--- src/rtl/uart_rx_frame.sv ---
// uart_rx_frame: serial receiver for the uart_tx line.
// 1 start, DATA_WIDTH data LSB first, optional even parity, 1 stop.
module uart_rx_frame #(
  parameter int BAUD_RATE  = 4800,
  parameter int DATA_WIDTH = 8,
  parameter int CLK_FREQ   = 27_000_000,
  parameter int PARITY_EN  = 1
) (
  input  logic                  clk,
  input  logic                  rst,
  input  logic                  recieved_signal,
  output logic [DATA_WIDTH-1:0] data,
  output logic                  data_ready,
  output logic                  parity_error,
  output logic                  frame_error,
  output logic                  busy
);

  localparam int CPB  = CLK_FREQ / BAUD_RATE;
  localparam int HALF = CPB / 2;
  localparam int CW   = $clog2(CPB);
  localparam int IW   = (DATA_WIDTH > 1) ? $clog2(DATA_WIDTH) : 1;

  localparam logic [CW-1:0] CNT_END  = CW'(CPB - 1);
  localparam logic [CW-1:0] HALF_END = CW'(HALF - 1);
  localparam logic [IW-1:0] IDX_END  = IW'(DATA_WIDTH - 1);

  localparam logic [2:0] IDLE   = 3'd0;
  localparam logic [2:0] START  = 3'd1;
  localparam logic [2:0] DATA   = 3'd2;
  localparam logic [2:0] PARITY = 3'd3;
  localparam logic [2:0] STOP   = 3'd4;

  logic                  sync1;
  logic                  sync;
  logic                  prev;
  logic                  fall;
  logic [2:0]            state;
  logic [CW-1:0]         cnt;
  logic [IW-1:0]         idx;
  logic [DATA_WIDTH-1:0] shreg;
  logic                  par_bit;
  logic                  stop_bad;
  logic                  fin;

  assign fall = prev & ~sync;
  assign busy = (state != IDLE);

  // Two-flop synchroniser plus a history flop for edge detection.
  always_ff @(posedge clk) begin
    if (rst) begin
      sync1 <= 1'b1;
      sync  <= 1'b1;
      prev  <= 1'b1;
    end else begin
      sync1 <= recieved_signal;
      sync  <= sync1;
      prev  <= sync;
    end
  end

  // Frame sequencer: mid-bit sampling, then publish word and flags.
  always_ff @(posedge clk) begin
    if (rst) begin
      state        <= IDLE;
      cnt          <= '0;
      idx          <= '0;
      shreg        <= '0;
      par_bit      <= 1'b0;
      stop_bad     <= 1'b0;
      fin          <= 1'b0;
      data         <= '0;
      data_ready   <= 1'b0;
      parity_error <= 1'b0;
      frame_error  <= 1'b0;
    end else begin
      data_ready <= 1'b0;
      unique case (state)
        IDLE: begin
          if (fall) begin
            cnt   <= '0;
            state <= START;
          end
        end
        START: begin
          if (cnt == HALF_END) begin
            if (sync) begin
              state <= IDLE;
            end else begin
              cnt   <= '0;
              idx   <= '0;
              state <= DATA;
            end
          end else begin
            cnt <= cnt + CW'(1);
          end
        end
        DATA: begin
          if (cnt == CNT_END) begin
            cnt   <= '0;
            shreg <= {sync, shreg[DATA_WIDTH-1:1]};
            idx   <= idx + IW'(1);
            if (idx == IDX_END) begin
              state <= (PARITY_EN != 0) ? PARITY : STOP;
            end
          end else begin
            cnt <= cnt + CW'(1);
          end
        end
        PARITY: begin
          if (cnt == CNT_END) begin
            cnt     <= '0;
            par_bit <= sync;
            state   <= STOP;
          end else begin
            cnt <= cnt + CW'(1);
          end
        end
        STOP: begin
          if (fin) begin
            fin          <= 1'b0;
            cnt          <= '0;
            data         <= shreg;
            frame_error  <= stop_bad;
            data_ready   <= 1'b1;
            parity_error <= (PARITY_EN != 0) ? (^shreg ^ par_bit) : 1'b0;
            // An edge right after the stop sample starts the next frame.
            state        <= fall ? START : IDLE;
          end else if (cnt == CNT_END) begin
            stop_bad <= ~sync;
            fin      <= 1'b1;
          end else begin
            cnt <= cnt + CW'(1);
          end
        end
        default: begin
          state <= IDLE;
        end
      endcase
    end
  end

endmodule

--- config.mk ---
export PLATFORM = sky130hd
export DESIGN_NAME = uart_rx_frame
export DESIGN_NICKNAME = d
export VERILOG_FILES = /design/src/rtl/uart_rx_frame.sv
export SDC_FILE = /design/constraint.sdc
export NUM_CORES = 1
export LEC_CHECK = 0
export BUFFER_PORTS_ARGS = -buffer_cell sky130_fd_sc_hd__buf_4
export CAP_MARGIN = 10
export CORE_MARGIN = 2
export CORE_UTILIZATION = 55
export CTS_CLUSTER_SIZE = 40
export DETAILED_ROUTE_END_ITERATION = 10
export PLACE_DENSITY = 0.73
export SYNTH_ARGS = -nofsm -noshare
export SYNTH_HDL_FRONTEND = slang
export SYNTH_SLANG_ARGS = --single-unit
--- constraint.sdc ---
create_clock -name clk -period 3.1 [get_ports clk]
set_input_delay 0.155 -clock clk [delete_from_list [all_inputs] [get_ports clk]]
set_output_delay 0.155 -clock clk [all_outputs]
set_load 0.1 [all_outputs]
==> out/qor.tcl, run 1 <==
set qor(hp-class) {in2reg}
set qor(netlist_top_cells_count) {nand2_1 (45), dfxtp_1 (44), a21oi_1 (23)}
set qor(antenna-diode-count) 0
set qor(nFillCells) 330
set qor(die_height_um) 64.9
set qor(detail_route.wirelength_um) 3910
set qor(cts.reportedPaths.clkPinSlew_ns) 0.08
set qor(dominantRegCellSynth) {dfxtp_1}
set qor(synthDominantAreaCellType) {dfxtp_1}
set qor(grt-ovfl-total) 0
set qor(post_dp_cell_area_mm2) 0.00215
set qor(fin_util_pct) 62.8
set qor(netlist_area_mm2) 0.00204
set qor(synth_area_leaders) {dfxtp_1 (43%), nand2_1 (8.3%), a21oi_1 (5.6%), xnor2_1 (5.2%), nor2_1 (3.1%)}
set qor(antenna_violating_nets_post_route) 0
set qor(tritoncts) {yes}
set qor(netlist_instances) 242
set qor(critPathMaxStageDelay_ns) 0.67
set qor(cts_hold_buf) 0
set qor(clock-root-buffer) {clkbuf_8}
set qor(pin_count_of_the_biggest_net_entering_global_routing) 38
set qor(cts_inserted_buffers) 5
set qor(final.min_clock_period_ns) 2.30
set qor(ys_async_sr_fraction_pct) 0
set qor(cpLargestDelayFamily) {simple AND/OR/NAND/NOR gates}
set qor(vias) 1657
set qor(detail_route.vias_per_cell) 5.52
set qor(hold_path_startpoint) {recieved_signal}
set qor(hold_path_end) {sync1}
set qor(iteration_0_drc_count_of_the_detailed_router) 108
set qor(setup_repair_after_global_routing_missed_its_margin) {no}
set qor(slew_headroom_pct) 49.0
set qor(clock_path_buffers) 2
set qor(floorplan.rows) 22
set qor(number_of_buffers_added_on_ports) 14
set qor(final_area_mm2) 0.00227
set qor(count_of_flip_flops_with_a_built_in_enable_after_synthesis) 0
set qor(post-synth-top-area-fraction_pct) 43.2
set qor(starting_density_pct) 56.6
set qor(average_instance_area_after_synthesis_um2) 8.43
set qor(grt_pass1_wl_um) 6780
set qor(period_share_pct) 74.2
set qor(report.final.slew_viol_count) 0
set qor(max_slew.worst_pin.slew_ns) 0.764
set qor(tritoncts_sinks) 44
set qor(postCtsSetupBuffers) 0
set qor(gp_congestion) 0.780
set qor(h-tree-depth) 2
set qor(timing.max_cap.violations) 0
set qor(final_nets) 258
set qor(io-pin-count) 15
set qor(peakVddDrop_mv) 0.274
set qor(clock_insertion_delay_worst_skew_ns) 0.29
set qor(library_cell_with_the_highest_instance_count_after_synthesis) {nand2_1}
set qor(r2r_setup_slack_ns) 0.80
set qor(wl_met3_um) 151
set qor(required_ns) 3.26
set qor(total_leakage_power_nw) 0.797
set qor(highest-signal-layer) {met4}
set qor(min_path_cells) 2
set qor(wl_per_cell_um) 13.0
set qor(worst-path-max-fanout) 14
set qor(tns_ns) 0
set qor(total_die_area_mm2) 0.00421
set qor(synth_nets) 249
set qor(sum_of_net_half_perimeters_after_detailed_placement_um) 2720
set qor(synth_cell_types) 48
set qor(critical_path_data_arrival_time_ns) 2.46
set qor(route.layer.met1.wl_um) 1970
set qor(worst_setup_path_end_kind) {register}
set qor(ff2ff_path_depth) 5
set qor(cell_breakdown_of_the_critical_path) {nor4b_2 > a21bo_2 > nand4_1 > o31ai_2 > nor2_1}
set qor(cpMaxStageDelayCell) {o31ai_2}
set qor(timing_hold_violations_final) 0
set qor(core_area_mm2) 0.00361
set qor(timing.rr.end) {cnt[9]}
set qor(initial_antenna_violation_count) 0
set qor(timing.clock.skew_ns) 0.00797
set qor(wl_met2_um) 1740
set qor(synthesis.yosys.warnings) 0
set qor(first_global_vias) 1446
set qor(drtPass1Iterations) 4
set qor(final-setup-viol-count) 0
set qor(drc) 0
set qor(area_growth_syn_to_layout_pct) 11.1
set qor(synth.ff_latch_count) 44
set qor(ctsResizeCount) 0
set qor(power.density_cell_area_mw_per_mm2) 456
set qor(grt_util_all_layers_pct) 20.4
set qor(die_w_um) 64.9
set qor(timing.critical_path.from_type) {register}
set qor(setup.worst_path.class) {reg2reg}
set qor(timing.rr.start) {cnt[8]}
set qor(yosysSeqAreaShare_pct) 43.2
set qor(worst-path-buf-inv) 0
set qor(achievable-frequency_ghz) 0.435
set qor(outcome) {finished clean}
set qor(fraction_of_layout_instances_using_a_drive_strength_above_1_pct) 13.1
## flip-flops by register name, summed over array words and instances, names as in the netlist
register and count:
cnt 13, data 8, shreg 8, idx 3, state 3, data_ready 1
fin 1, frame_error 1, par_bit 1, parity_error 1, prev 1, stop_bad 1
sync 1, sync1 1
## report_power, final
part	switching (mW)	leakage, nW	total, mW	internal, mW
Sequential	0.00262	0.355	0.570	0.567
Clock	0.188	0.0541	0.427	0.238
Combinational	0.0275	0.388	0.0381	0.0106
## metal layers
layer / GRT usage [%] / vias to the layer above
li1: - / 853
met1: 29.9 / 774
met2: 29.0 / 28
met3: 5.56 / 2
met4: 6.38 / 0
met5: 0 / -
## how the worst max path moves through the flow
stage | start | end | slack, ns | cells past startpoint
4_1_cts | cnt[8] | cnt[9] | 0.78 | 5
3_3_place_gp | state[0] | cnt[0] | 0.83 | 5
5_1_grt | cnt[8] | cnt[5] | 0.52 | 5
2_1_floorplan | state[2] | cnt[2] | 1.20 | 6
3_5_place_dp | cnt[8] | cnt[9] | 0.79 | 5
6_report | cnt[8] | cnt[9] | 0.80 | 5
## cell usage in the layout, fill, tap and decap left out, drive strengths merged, types with 3 or more instances in the layout
cell / count
or2: 3
nand2: 45
buf: 14
nor2: 18
o21ai: 5
nand3: 7
a21oi: 24
and3: 3
nand2b: 4
nand4: 5
a211oi: 3
inv: 8
dfxtp: 44
or3: 3
ha: 4
xor2: 4
nor3: 3
clkbuf: 5
xnor2: 12
## through the flow
stage	total power [mW]	instances	hold slack [ns]	worst slack, ns
global placement	0.621	292	0.341	0.831
CTS	1.05	300	0.0388	0.776
global route	1.07	300	0.0344	0.521
finish	1.03	300	0.0494	0.801
floorplan	0.613	242	0.259	1.20
detailed placement	0.621	292	0.344	0.786
## kinds of logic (layout without fill, tap and decap cells)
| group | after synthesis | count (layout) | share of synthesized area (%) |
|---|---|---|---|
| xor gates and xnor gates | 16 | 16 | 6.87 |
| AOI/OAI and AO/OA | 49 | 49 | 16.0 |
| and+or+nand+nor | 107 | 107 | 26.6 |
| muxes | 2 | 2 | 0.982 |
| DFF | 44 | 44 | 43.2 |
| adders and majority gates | 4 | 4 | 2.45 |
| buffers and inverters | 20 | 30 | 3.93 |
## area by class of cell
class,instances,area (µm²),area share [%]
Sequential cell,44,881,38.9
Tap cell,48,60.1,2.65
Clock buffer,5,68.8,3.04
Timing Repair Buffer,14,105,4.64
Multi-Input combinational cell,178,1080,47.6
Clock inverter,3,42.5,1.88
Inverter,8,30.0,1.33
Note: power is estimated with default switching activity, not from simulation.
==> inputs of run 2 (changes only) <==
- ABC_AREA: not set -> 1
- PLACE_DENSITY: 0.73 -> 0.72
- clock period: 3.1 -> 2.2 ns (I/O delays scaled with it)
==> run 2 against run 1 <==
Clock power up 46%. Synthesized area is 15% higher. Critical path depth up 9. Critical path type unchanged. Worst setup slack worse by 0.45 ns. Sequential cell count unchanged. Clock-buffer cell count is the same.
==> out/qor.tcl, run 2 <==
set qor(dominantRegCellSynth) {dfxtp_1}
set qor(fraction_of_the_mapped_netlist_area_in_compound_gates_pct) 8.85
set qor(hp-class) {in2reg}
set qor(timing.critical_path.from_type) {register}
set qor(timing.max_cap.violations) 0
set qor(min_path_cells) 2
set qor(synth_cell_types) 32
set qor(ff2ff_path_depth) 14
set qor(io-pin-count) 15
set qor(total_die_area_mm2) 0.00480
set qor(slew_headroom_pct) 56.1
set qor(largest_register_ffs) 13
set qor(postCtsSetupBuffers) 0
set qor(grt-ovfl-total) 0
set qor(hold_slack_ns) 0.103
set qor(iteration_0_drc_count_of_the_detailed_router) 114
set qor(sum_of_net_half_perimeters_after_detailed_placement_um) 3610
set qor(simple_gate_share_of_the_synthesized_area_pct) 39.3
set qor(worst-path-buf-inv) 4
set qor(setup_repair_after_global_routing_missed_its_margin) {no}
set qor(synth_xor_xnor_area_share_pct) 3.36
set qor(post-synth-top-area-fraction_pct) 37.5
set qor(synthDominantAreaCellType) {dfxtp_1}
set qor(clock-root-buffer) {clkbuf_8}
set qor(required_ns) 2.39
set qor(cell_breakdown_of_the_critical_path) {inv_1 > ha_1 > nand2_1 > inv_1 > nand2_1 > nor2_1 > nand3_2 > nand2_2 > nor2_4 > inv_2 > nand2_1 > inv_1 > nor2_1 > nor2_1}
set qor(tns_ns) 0
set qor(timing.rr.start) {cnt[0]}
set qor(fraction_of_layout_instances_using_a_drive_strength_above_1_pct) 14.1
set qor(timing_hold_violations_final) 0
set qor(ys_async_sr_fraction_pct) 0
set qor(ctsResizeCount) 0
set qor(layout.cells.most_common) {nand2_1}
set qor(achievable-frequency_ghz) 0.540
set qor(synthAdderAreaFrac_pct) 2.13
set qor(count_of_flip_flops_with_a_built_in_enable_after_synthesis) 0
set qor(die_w_um) 69.3
set qor(synth.ff_latch_count) 44
set qor(cts.reportedPaths.clkPinSlew_ns) 0.09
set qor(gp_congestion) 0.926
set qor(area_growth_syn_to_layout_pct) 11.8
set qor(r2r_setup_slack_ns) 0.35
set qor(die_height_um) 69.3
set qor(number_of_buffers_added_on_ports) 14
set qor(netlist_area_mm2) 0.00235
set qor(worst_setup_path_end_kind) {register}
set qor(hold_path_end) {idx[1]}
set qor(synth_top_family_by_area) {simple AND/OR/NAND/NOR gates}
set qor(report.final.slew_viol_count) 0
set qor(pin_count_of_the_biggest_net_entering_global_routing) 24
set qor(cts_inserted_buffers) 5
set qor(tritoncts_sinks) 44
set qor(antenna-diode-count) 0
set qor(clock_insertion_delay_worst_skew_ns) 0.30
set qor(tritoncts) {yes}
set qor(timing.rr.end) {cnt[9]}
set qor(total_leakage_power_nw) 1.21
set qor(antenna_violating_nets_post_route) 0
set qor(wl_per_cell_um) 11.9
set qor(clock_path_buffers) 2
set qor(period_share_pct) 84.1
set qor(cpLargestDelayFamily) {simple AND/OR/NAND/NOR gates}
set qor(biggestRegsByFlops) {cnt (13), data (8), shreg (8)}
set qor(setup.worst_path.class) {reg2reg}
set qor(yosysSeqAreaShare_pct) 37.5
set qor(average_instance_area_after_synthesis_um2) 6.74
set qor(largest_register) {cnt}
set qor(fin_util_pct) 64.6
set qor(synth_area_leaders) {dfxtp_1 (38%), nand2_1 (12%), nor2_1 (11%), inv_1 (6.2%), nand3_1 (6.0%)}
set qor(synthesis.yosys.warnings) 0
set qor(worst-path-max-fanout) 13
set qor(cts_hold_buf) 1
set qor(outcome) {finished clean}
set qor(final-setup-viol-count) 0
set qor(timing.clock.skew_ns) 0.00480
set qor(grt_util_all_layers_pct) 22.2
set qor(vias) 2164
set qor(final.min_clock_period_ns) 1.85
set qor(netlist_instances) 348
set qor(fin_total_pwr_mw) 1.89
set qor(detail_route.wirelength_um) 4970
set qor(synth.area.mux_share_pct) 0
set qor(starting_density_pct) 57.8
set qor(core_area_mm2) 0.00406
set qor(detail_route.vias_per_cell) 5.18
set qor(netlist_top_cells_count) {nand2_1 (72), nor2_1 (69), dfxtp_1 (44)}
set qor(drc) 0
set qor(h-tree-depth) 2
set qor(final_nets) 374
set qor(critical_path_data_arrival_time_ns) 2.04
set qor(most-common-layout-cells) {nand2_1 (72), nor2_1 (69), dfxtp_1 (44), inv_1 (39), nand3_1 (28)}
set qor(max_slew.worst_pin.slew_ns) 0.658
set qor(critPathMaxStageDelay_ns) 0.38
set qor(peakVddDrop_mv) 0.520
set qor(grt_pass1_wl_um) 8790
set qor(initial_antenna_violation_count) 0
set qor(drtPass1Iterations) 4
set qor(library_cell_with_the_highest_instance_count_after_synthesis) {nand2_1}
set qor(floorplan.rows) 23
set qor(first_global_vias) 1964
set qor(cpMaxStageDelayCell) {dfxtp_1}
set qor(power.density_cell_area_mw_per_mm2) 720
set qor(hold_path_startpoint) {rst}
set qor(synth_nets) 355
## run 2: changes by cell type after synthesis, sizes merged, moves of 8 or more
cell   previous run  this run
a21oi            24        16
inv               8        42
nand2            45        79
nand3             7        31
nor2             18        76
o21ai             5        22
## run 2: logic make-up after synthesis
family,after synthesis
flip-flops,44
adder cells (fa/ha/maj),4
AO/OA/AOI/OAI,40
AND/OR/NAND/NOR,200
buffers and inverters,51
XOR/XNOR,9
## run 2: area by class of cell
type | instances | area (µm²)
sequential | 44 | 881
inverter | 44 | 165
fill | 384 | 1440
clock inverter | 3 | 42.5
multi-input combinational | 253 | 1260
timing repair buffer | 19 | 145
tap | 50 | 62.6
clock buffer | 5 | 68.8
## run 2: worst max path at each step
stage,startpoint,end,slack (ns),cells past startpoint
floorplan,state[2],state[0],0.46,5
global placement,cnt[0],cnt[1],0.41,12
detailed placement,cnt[0],cnt[9],0.38,14
CTS,cnt[0],cnt[1],0.36,12
global route,cnt[0],cnt[11],0.19,14
finish,cnt[0],cnt[9],0.35,14
## run 2: power by group
part	total, mW	switching [mW]	internal [mW]
Clock	0.625	0.288	0.336
Sequential	0.838	0.0220	0.816
Combinational	0.426	0.309	0.116
Total	1.89	0.620	1.27
## run 2: metrics by stage
stage	worst slack [ns]	instances	instance area (µm²)
final	0.349	418	2620
after global routing	0.188	418	2620
after CTS	0.355	418	2620
after detailed placement	0.378	409	2500
after global placement	0.413	409	2500
after floorplan	0.465	348	2350
## run 2: per-layer routing
metal  GRT usage (%)  wire length [µm]  share of wire, %  vias up
met5               0                 0                 0        -
met4            8.06                51               1.0        0
met3            5.52               159               3.2        7
met2            37.4              2390                48       37
met1            27.6              2370                48      987
li1                -                 -                 -     1133
## run 2: worst register-to-register path: stages (launching register included)
cell and delay, ns:
dfxtp_1 0.38, inv_1 0.07, ha_1 0.21, nand2_1 0.08
inv_1 0.04, nand2_1 0.05, nor2_1 0.06, nand3_2 0.09
nand2_2 0.07, nor2_4 0.29, inv_2 0.14, nand2_1 0.09
inv_1 0.04, nor2_1 0.09, nor2_1 0.04
==> inputs of run 3 (changes only) <==
- clock period: 2.2 -> 1.9 ns (I/O delays scaled with it)
==> run 3 against run 2 <==
Register-to-register slack got worse by 0.19 ns. Combinational power increased by 30%. Sequential power increased by 16%. Clock power decreased by 5.9%. Final area increased by 1.7%. Die area unchanged. Critical path depth increased by 1. Global-route usage increased by 0.47 points. Non-clock buffer count increased by 7. Cell count increased by 1.7%. Largest power group unchanged. Highest routed layer unchanged.
==> out/qor.tcl, run 3 (synthesis gave the netlist of run 2 again) <==
set qor(fin_util_pct) 65.7
set qor(grt_util_all_layers_pct) 22.7
set qor(outcome) {finished clean}
set qor(clock_insertion_delay_worst_skew_ns) 0.30
set qor(final_nets) 381
set qor(drc) 0
set qor(timing.critical_path.from_type) {register}
set qor(timing.critical_path.mode_cell) {nand2_1}
set qor(wl_per_cell_um) 11.8
set qor(worst_setup_startpoint) {cnt[0]}
set qor(worst-path-max-fanout) 12
set qor(setup.worst_path.class) {reg2reg}
set qor(period_share_pct) 91.7
set qor(cpMaxStageDelayCell) {dfxtp_1}
set qor(tritoncts_sinks) 44
set qor(area_growth_syn_to_layout_pct) 13.7
set qor(antenna_violating_nets_post_route) 0
set qor(io-pin-count) 15
set qor(worst-path-buf-inv) 4
set qor(first_global_vias) 2112
set qor(post-place-cells) 415
set qor(required_ns) 2.14
set qor(max_slew.worst_pin.slew_ns) 0.597
set qor(tritoncts) {yes}
set qor(critPathMaxStageDelay_ns) 0.34
set qor(floorplan.rows) 23
set qor(number_of_buffers_added_on_ports) 14
set qor(die_height_um) 69.3
set qor(tns_ns) 0
set qor(final-setup-viol-count) 0
set qor(grt_pass1_wl_um) 8980
set qor(total_leakage_power_nw) 1.24
set qor(vias) 2194
set qor(die_w_um) 69.3
set qor(iteration_0_drc_count_of_the_detailed_router) 109
set qor(pin_count_of_the_biggest_net_entering_global_routing) 24
set qor(slew_headroom_pct) 60.1
set qor(ctsResizeCount) 0
set qor(worst-path-stages) 15
set qor(cell_breakdown_of_the_critical_path) {inv_1 > ha_1 > nand2_1 > inv_1 > nand2_1 > nor2_1 > nand3_2 > nand2_2 > nor2_4 > buf_12 > nand2_2 > nand2_4 > inv_2 > nand2_1 > nor2_1}
set qor(peakVddDrop_mv) 0.455
set qor(grt-ovfl-total) 0
set qor(biggestRegsByFlops) {cnt (13), data (8), shreg (8)}
set qor(worst_setup_path_end_kind) {register}
set qor(sum_of_net_half_perimeters_after_detailed_placement_um) 3820
set qor(timing.max_cap.violations) 0
set qor(largest_register_ffs) 13
set qor(power.density_cell_area_mw_per_mm2) 793
set qor(report.final.slew_viol_count) 0
set qor(timing.rr.end) {cnt[10]}
set qor(fraction_of_layout_instances_using_a_drive_strength_above_1_pct) 15.7
set qor(ff2ff_path_depth) 15
set qor(timing.rr.start) {cnt[0]}
set qor(detail_route.vias_per_cell) 5.16
set qor(starting_density_pct) 57.8
set qor(total_die_area_mm2) 0.00480
set qor(detail_route.wirelength_um) 5000
set qor(hp-class) {in2reg}
set qor(final.min_clock_period_ns) 1.74
set qor(core_area_mm2) 0.00406
set qor(drtPass1Iterations) 4
set qor(setup_repair_after_global_routing_missed_its_margin) {no}
set qor(most-common-layout-cells) {nand2_1 (72), nor2_1 (69), dfxtp_1 (44), inv_1 (39), nand3_1 (28)}
set qor(h-tree-depth) 2
set qor(timing.clock.skew_ns) 0.00899
set qor(clock-root-buffer) {clkbuf_8}
set qor(cts.reportedPaths.clkPinSlew_ns) 0.08
set qor(gp_congestion) 0.904
set qor(r2r_setup_slack_ns) 0.16
set qor(critical_path_data_arrival_time_ns) 1.98
set qor(largest_register) {cnt}
set qor(antenna-diode-count) 0
set qor(timing_hold_violations_final) 0
set qor(initial_antenna_violation_count) 0
set qor(achievable-frequency_ghz) 0.574
set qor(layout.cells.most_common) {nand2_1}
set qor(cpLargestDelayFamily) {simple AND/OR/NAND/NOR gates}
set qor(post_layout_nonfiller_instances) 425
set qor(clock_path_buffers) 2
set qor(cp-endpoint) {cnt[10]}
set qor(cts_inserted_buffers) 5
-- run 3: cell count changes in the layout (fill, tap and decap cells not counted), sizes merged --
cell	previous run	this run
inv	42	43
buf	18	25
bufinv	1	0
-- run 3: what timing repair did --
| item | 4_1_cts | 5_1_grt |
|---|---|---|
| hold buffers | 1 | 0 |
| setup buffers | 0 | 1 |
| endpoints found under the hold margin | 1 | 0 |
| endpoints found under the setup margin | 0 | 6 |
-- run 3: worst register-to-register path, cell delays in order, from the launching register on --
cell     delay [ns]
dfxtp_1        0.34
inv_1          0.08
ha_1           0.16
nand2_1        0.07
inv_1          0.06
nand2_1        0.04
nor2_1         0.16
nand3_2        0.12
nand2_2        0.10
nor2_4         0.05
buf_12         0.14
nand2_2        0.08
nand2_4        0.08
inv_2          0.08
nand2_1        0.05
nor2_1         0.07
-- run 3: layout make-up --
| class | instances | area, µm² |
|---|---|---|
| Fill cell | 384 | 1390 |
| Multi-Input combinational cell | 253 | 1260 |
| Sequential cell | 44 | 881 |
| Timing Repair Buffer | 26 | 210 |
| Inverter | 44 | 165 |
| Clock buffer | 5 | 68.8 |
| Tap cell | 50 | 62.6 |
| Clock inverter | 3 | 21.3 |
-- run 3: power by group --
group          internal (mW)  switching (mW)  total (mW)  leakage, nW
clock network          0.261           0.327       0.588       0.0445
logic                  0.195           0.361       0.555        0.841
registers              0.945          0.0255       0.971        0.355
-- run 3: per-layer routing --
metal | part of all wire [%] | up-vias | global-route usage [%]
met3 | 3.4 | 10 | 4.36
li1 | - | 1152 | -
met5 | 0 | - | 0
met4 | 2.3 | 0 | 7.84
met2 | 51 | 40 | 41.2
met1 | 44 | 992 | 26.5
-- run 3: worst min-delay path by stage --
stage / startpoint / end / cells after the start
finish: rst / idx[2] / 2
global route: rst / state[2] / 2
CTS: rst / cnt[4] / 2
detailed placement: recieved_signal / sync1 / 2
global placement: recieved_signal / sync1 / 2
floorplan: rst / fin / 1
-- run 3: through the flow --
stage | area, µm² | hold WS (ns) | power [mW] | setup WS [ns]
2_1_floorplan | 2350 | 0.164 | 1.39 | 0.165
3_3_place_gp | 2550 | 0.281 | 1.50 | 0.185
3_5_place_dp | 2550 | 0.283 | 1.50 | 0.134
4_1_cts | 2650 | 0.0823 | 2.09 | 0.118
5_1_grt | 2670 | 0.0813 | 2.23 | 0.00393
6_report | 2670 | 0.0823 | 2.11 | 0.158
